<file path="src/rtl/uart_pkg.sv">
// rtl/uart_pkg.sv - shared UART state encoding and bit-timing helper
package uart_pkg;

  // Receiver frame states
  typedef enum logic [2:0] {
    IDLE  = 3'd0,
    START = 3'd1,
    DATA  = 3'd2,
    STOP  = 3'd3,
    BREAK = 3'd4
  } uart_rx_state_e;

  // Clock cycles per line bit (integer divide), shared by RX and TX
  function automatic int ticks_per_bit(input int clock_frequency, input int baud_rate);
    return clock_frequency / baud_rate;
  endfunction

endpackage

</file>
<file path="src/rtl/uart_rx_sync.sv">
// rtl/uart_rx_sync.sv - two-flop synchronizer for the idle-high serial line
module uart_rx_sync (
  input  logic clock,
  input  logic reset,
  input  logic async_i,
  output logic sync_o
);

  logic meta_q;
  logic sync_q;

  // Resets to 1 so a reset never looks like a start edge
  always_ff @(posedge clock or posedge reset) begin
    if (reset) begin
      meta_q <= 1'b1;
      sync_q <= 1'b1;
    end else begin
      meta_q <= async_i;
      sync_q <= meta_q;
    end
  end

  assign sync_o = sync_q;

endmodule

</file>
<file path="src/rtl/uart_rx_byte.sv">
// rtl/uart_rx_byte.sv - 8N1 UART receiver with byte strobe and framing-error pulse
module uart_rx_byte
  import uart_pkg::*;
#(
  parameter int CLOCK_FREQUENCY = 1000000,
  parameter int BAUD_RATE       = 9600,
  parameter int DATA_BITS       = 8
) (
  input  logic                 clock,
  input  logic                 reset,
  input  logic                 rx,
  output logic [DATA_BITS-1:0] data_out,
  output logic                 data_valid,
  output logic                 framing_error,
  output logic                 busy
);

  localparam int BIT_TICKS  = ticks_per_bit(CLOCK_FREQUENCY, BAUD_RATE);
  localparam int HALF_TICKS = BIT_TICKS / 2;
  localparam int CNT_W      = $clog2(BIT_TICKS);
  localparam int IDX_W      = 4;

  localparam logic [CNT_W-1:0] BIT_LAST  = CNT_W'(BIT_TICKS - 1);
  localparam logic [CNT_W-1:0] HALF_LAST = CNT_W'(HALF_TICKS - 1);
  localparam logic [IDX_W-1:0] IDX_LAST  = IDX_W'(DATA_BITS - 1);

  // Too few ticks per bit leaves no room for a mid-bit sample point
  if (BIT_TICKS < 4) begin : g_bad_ticks
    $error("uart_rx_byte: CLOCK_FREQUENCY/BAUD_RATE must be at least 4");
  end
  if (DATA_BITS < 1 || DATA_BITS > 8) begin : g_bad_bits
    $error("uart_rx_byte: DATA_BITS must be in 1..8");
  end

  uart_rx_state_e       state_q, state_d;
  logic [CNT_W-1:0]     cnt_q, cnt_d;
  logic [IDX_W-1:0]     idx_q, idx_d;
  logic [DATA_BITS-1:0] shift_q, shift_d;
  logic [DATA_BITS-1:0] data_q, data_d;
  logic                 valid_q, valid_d;
  logic                 ferr_q, ferr_d;
  logic                 rx_s;

  uart_rx_sync u_sync (
    .clock   (clock),
    .reset   (reset),
    .async_i (rx),
    .sync_o  (rx_s)
  );

  // State, counters and output registers; reset aborts any frame in flight
  always_ff @(posedge clock or posedge reset) begin
    if (reset) begin
      state_q <= IDLE;
      cnt_q   <= '0;
      idx_q   <= '0;
      shift_q <= '0;
      data_q  <= '0;
      valid_q <= 1'b0;
      ferr_q  <= 1'b0;
    end else begin
      state_q <= state_d;
      cnt_q   <= cnt_d;
      idx_q   <= idx_d;
      shift_q <= shift_d;
      data_q  <= data_d;
      valid_q <= valid_d;
      ferr_q  <= ferr_d;
    end
  end

  // Frame sequencing: half-bit to the start centre, then whole bits to each data/stop centre
  always_comb begin
    state_d = state_q;
    cnt_d   = cnt_q;
    idx_d   = idx_q;
    shift_d = shift_q;
    data_d  = data_q;
    valid_d = 1'b0;
    ferr_d  = 1'b0;
    case (state_q)
      IDLE: begin
        if (!rx_s) begin
          state_d = START;
          cnt_d   = '0;
        end
      end
      START: begin
        if (cnt_q == HALF_LAST) begin
          cnt_d = '0;
          if (!rx_s) begin
            state_d = DATA;
            idx_d   = '0;
          end else begin
            state_d = IDLE;
          end
        end else begin
          cnt_d = cnt_q + CNT_W'(1);
        end
      end
      DATA: begin
        if (cnt_q == BIT_LAST) begin
          cnt_d   = '0;
          // LSB arrives first, so each new bit enters at the top and walks down
          shift_d = (shift_q >> 1) | (DATA_BITS'(rx_s) << (DATA_BITS - 1));
          idx_d   = idx_q + IDX_W'(1);
          if (idx_q == IDX_LAST) begin
            state_d = STOP;
          end
        end else begin
          cnt_d = cnt_q + CNT_W'(1);
        end
      end
      STOP: begin
        if (cnt_q == BIT_LAST) begin
          cnt_d = '0;
          if (rx_s) begin
            data_d  = shift_q;
            valid_d = 1'b1;
            state_d = IDLE;
          end else begin
            ferr_d  = 1'b1;
            state_d = BREAK;
          end
        end else begin
          cnt_d = cnt_q + CNT_W'(1);
        end
      end
      BREAK: begin
        if (rx_s) begin
          state_d = IDLE;
        end
      end
      default: begin
        state_d = IDLE;
        cnt_d   = '0;
      end
    endcase
  end

  assign data_out      = data_q;
  assign data_valid    = valid_q;
  assign framing_error = ferr_q;
  assign busy          = (state_q != IDLE);

endmodule

</file>
<file path="config.mk">
export PLATFORM = sky130hd
export DESIGN_NAME = uart_rx_byte
export DESIGN_NICKNAME = d
export VERILOG_FILES = /design/src/rtl/uart_pkg.sv /design/src/rtl/uart_rx_sync.sv /design/src/rtl/uart_rx_byte.sv
export SDC_FILE = /design/constraint.sdc
export NUM_CORES = 1
export LEC_CHECK = 0
export ABC_AREA = 0
export CAP_MARGIN = 10
export CORE_MARGIN = 5
export CORE_UTILIZATION = 45
export CTS_CLUSTER_DIAMETER = 40
export DETAILED_ROUTE_END_ITERATION = 8
export SYNTH_ARGS = -nofsm -noshare
export SYNTH_HDL_FRONTEND = slang
export SYNTH_SLANG_ARGS = --single-unit
</file>
<file path="constraint.sdc">
create_clock -name clock -period 2.55 [get_ports clock]
set_input_delay 0.3825 -clock clock [delete_from_list [all_inputs] [get_ports clock]]
set_output_delay 0.3825 -clock clock [all_outputs]
set_load 0.05 [all_outputs]
</file>
==> results.toml <==
[worst_setup_path]
critPathTopFamily = "buffers and inverters"
critPathSlowestCell = "sky130_fd_sc_hd__clkdlybuf4s50_1"
path_buf_inv = 1
cp-startpoint = "state_q[2]"
criticalPathCategory = "reg2out"
critPathArrivalTime_ps = 1940
start_kind = "flip-flop"
r2r.worst_path.cells = 5
worstReg2RegEnd = "idx_q[3]"
slowest_stage_delay_on_critical_path_ps = 710
timing.critical_path.cells = "or3_1, clkdlybuf4s50_1"
critical_path.endpoint = "busy"
regToRegStartpoint = "cnt_q[0]"
regToRegSetupSlack_ps = 360
critPathMaxFanout = 14
path_depth = 2
critPathCaptureType = "primary output"
timing.critical_path.required_ps = 2170

[place]
number_of_buffer_cells_added_on_primary_ports = 13
place.gp.congestion = 0.870
place_hpwl_um = 2150
placement.setup.worst_slack_ps = 360
placedCellCount = 202

[floorplan]
floorplan_row_count = 22
placeableCoreArea_um2 = 3610
floorplan.die.height_um = 70.7
design.die.area_um2 = 5000
initial_core_util_pct = 46.0
io-pin-count = 14
dieWidth_um = 70.7

[pwr]
post-layout-total-power_mw = 1.04
cellInternalPower_mw = 0.839
total_leakage_power_nw = 0.927
sw_frac_of_total_pct = 19.1
peakVddDrop_v = 0.000297
power.combinational.fraction_pct = 1.6
netSwitchingPower_mw = 0.199
sequentialPowerShare_pct = 52.5
powerDensity_nw_per_um2 = 541
power_frac_clock_pct = 46.0

[timing]
period_needed_ps = 2320
unrepaired_setup_endpoints_after_global_routing = "no"
slew_violations = 0
hold_violations = 0
final.period_utilization_pct = 91.0
fin_ws_ps = 229
post_route_hold_slack_ps = 355
worst_slew_margin_rel_pct = 57.3
slew_of_the_pin_with_the_lowest_slew_margin_ps = 633
max_freq_mhz = 431
setup-tns-final_ps = 0
timing.clock.skew_ps = 5.94
final-setup-viol-count = 0

[drt]
avgRoutedWirePerCell_um = 14.6
detail_route.wirelength_um = 3070
route.antenna.remaining_nets = 0
via_count = 1144
detail_route.vias_per_cell = 5.45
drt_pass1_iterations = 4
initial_drc_count = 55
drc = 0

[cells_and_area]
final-instance-count-excl-fill = 210
sequential_cell_area_um2 = 853
syn2layout_area_growth_pct = 15.4
ratio_of_cells_with_drive_above_1_in_the_final_layout_pct = 17.9
multiInputGateArea_um2 = 733
antenna-diode-count = 0
count_of_nets_after_finishing = 166
fillerInstances = 325

[clock_network]
post_cts.resized_instances = 0
tritoncts = "done"
htree_levels = 2
cts_num_sinks = 34
cts.root.buffer_cell = "sky130_fd_sc_hd__clkbuf_8"
cts_setup_buffers = 0
clkLatencyLatePin_ps = 280
maximum_count_of_clock_buffers_along_a_single_path = 2
inserted_clock_buffers = 5
cts_hold_buffers = 0
worst_setup_hold_path_clk_slew_ps = 60

[logic_synthesis]
flip_flop_and_latch_count_after_synthesis = 34
synthDistinctLibCells = 44
synth-warning-count = 0
synth.area.top_cells = "sky130_fd_sc_hd__dfrtp_1, sky130_fd_sc_hd__mux2_2, sky130_fd_sc_hd__dfstp_2"
synth_edf_count = 0
synth_ff_type = "sky130_fd_sc_hd__dfrtp_1"
syn-num-nets = 153
yosysTopAreaCell = "sky130_fd_sc_hd__dfrtp_1"
netlist_top_cells_count = "sky130_fd_sc_hd__dfrtp_1, sky130_fd_sc_hd__mux2_2, sky130_fd_sc_hd__nand2_1"
post-synth-top-area-fraction_pct = 48.2
synthMostInstantiatedCell = "sky130_fd_sc_hd__dfrtp_1"
ys_async_sr_fraction_pct = 100
syn-instance-count = 148
synth.avg_cell_area_um2 = 11.2
yosysSeqAreaShare_pct = 51.4
syn_area_um2 = 1660

[global_routing]
global_route.overflow_total = 0
antenna_found_initial = 0
track_usage_pct = 13.8
number_of_global_route_vias_before_repair = 1137
global_route_wire_length_before_repair_um = 5400
largest_net_degree_at_the_start_of_global_routing = 35

[status]
status = "finished, final reports clean"

[min_path]
hold_path.class = "reg2reg"
worstHoldPathCells = 0

[flow_run]
drv_cap = 0
metal layers:
layer  wire length [µm]  track usage [%]  vias to the layer above
met5                  0                0                        -
met4                 53             5.64                        0
met3                146             5.11                        6
met2               1420             21.1                       24
met1               1450             17.6                      554
li1                   -                -                      560
cell type report:
cell class	instances	share of cell area (%)
multi-input combinational	99	38.3
timing repair buffer	14	7.18
sequential	34	44.5
clock inverter	1	1.57
tap	48	3.13
inverter	7	1.37
clock buffer	7	3.98
cells in the final DEF, fill, tap and decap left out, types with 2 or more instances in the layout:
cell                              instances
sky130_fd_sc_hd__and3_1                   2
sky130_fd_sc_hd__nand2b_1                 2
sky130_fd_sc_hd__mux2_1                   3
sky130_fd_sc_hd__a2111oi_0                2
sky130_fd_sc_hd__clkbuf_1                 2
sky130_fd_sc_hd__dfstp_2                  2
sky130_fd_sc_hd__and2_1                   2
sky130_fd_sc_hd__ha_1                     2
sky130_fd_sc_hd__or3_1                    2
sky130_fd_sc_hd__nor2_1                   6
sky130_fd_sc_hd__nand2_1                 11
sky130_fd_sc_hd__clkbuf_8                 5
sky130_fd_sc_hd__mux2_2                  13
sky130_fd_sc_hd__o21ai_0                 10
sky130_fd_sc_hd__clkdlybuf4s50_1         13
sky130_fd_sc_hd__inv_1                    7
sky130_fd_sc_hd__a22oi_1                  2
sky130_fd_sc_hd__nand3_1                  7
sky130_fd_sc_hd__nor3_1                   2
sky130_fd_sc_hd__a21o_1                   3
sky130_fd_sc_hd__a21oi_1                  4
sky130_fd_sc_hd__mux2i_1                  2
sky130_fd_sc_hd__dfrtp_1                 32
sky130_fd_sc_hd__a221oi_1                 2
sky130_fd_sc_hd__or2_2                    3
per-stage QoR:
step,utilization [%],cell area [µm²]
floorplan,-,1660
CTS,53.2,1920
global route,53.2,1920
detailed placement,50.2,1810
global placement,50.2,1810
finish,53.2,1920
worst min path at each step:
stage             startpoint            end  slack, ps
2_1_floorplan  u_sync.meta_q  u_sync.sync_o        350
3_3_place_gp   u_sync.meta_q  u_sync.sync_o        350
3_5_place_dp   u_sync.meta_q  u_sync.sync_o        350
4_1_cts        u_sync.meta_q  u_sync.sync_o        360
5_1_grt        u_sync.meta_q  u_sync.sync_o        360
6_report       u_sync.meta_q  u_sync.sync_o        360
power groups by stage:
stage / Clock (mW) / Combinational, mW / Sequential [mW]
after floorplan: 0 / 0.0113 / 0.552
after global placement: 0 / 0.0169 / 0.554
after detailed placement: 0 / 0.0175 / 0.554
after CTS: 0.489 / 0.0176 / 0.544
after global routing: 0.514 / 0.0196 / 0.544
final: 0.477 / 0.0163 / 0.544
logic make-up after synthesis:
kind of cell	synth area share, %
simple gates	17.3
mux	12.1
compound gates	12.8
flops	51.4
fa+ha+maj	1.51
buf+inv	4.45
xor+xnor	0.528
flip-flops by register name (all words and copies together), names as in the netlist:
signal,flops
u_sync.sync_o,1
idx_q,4
state_q,3
shift_q,8
data_valid,1
data_out,8
cnt_q,7
framing_error,1
u_sync.meta_q,1
(Power assumes the default switching activity.)
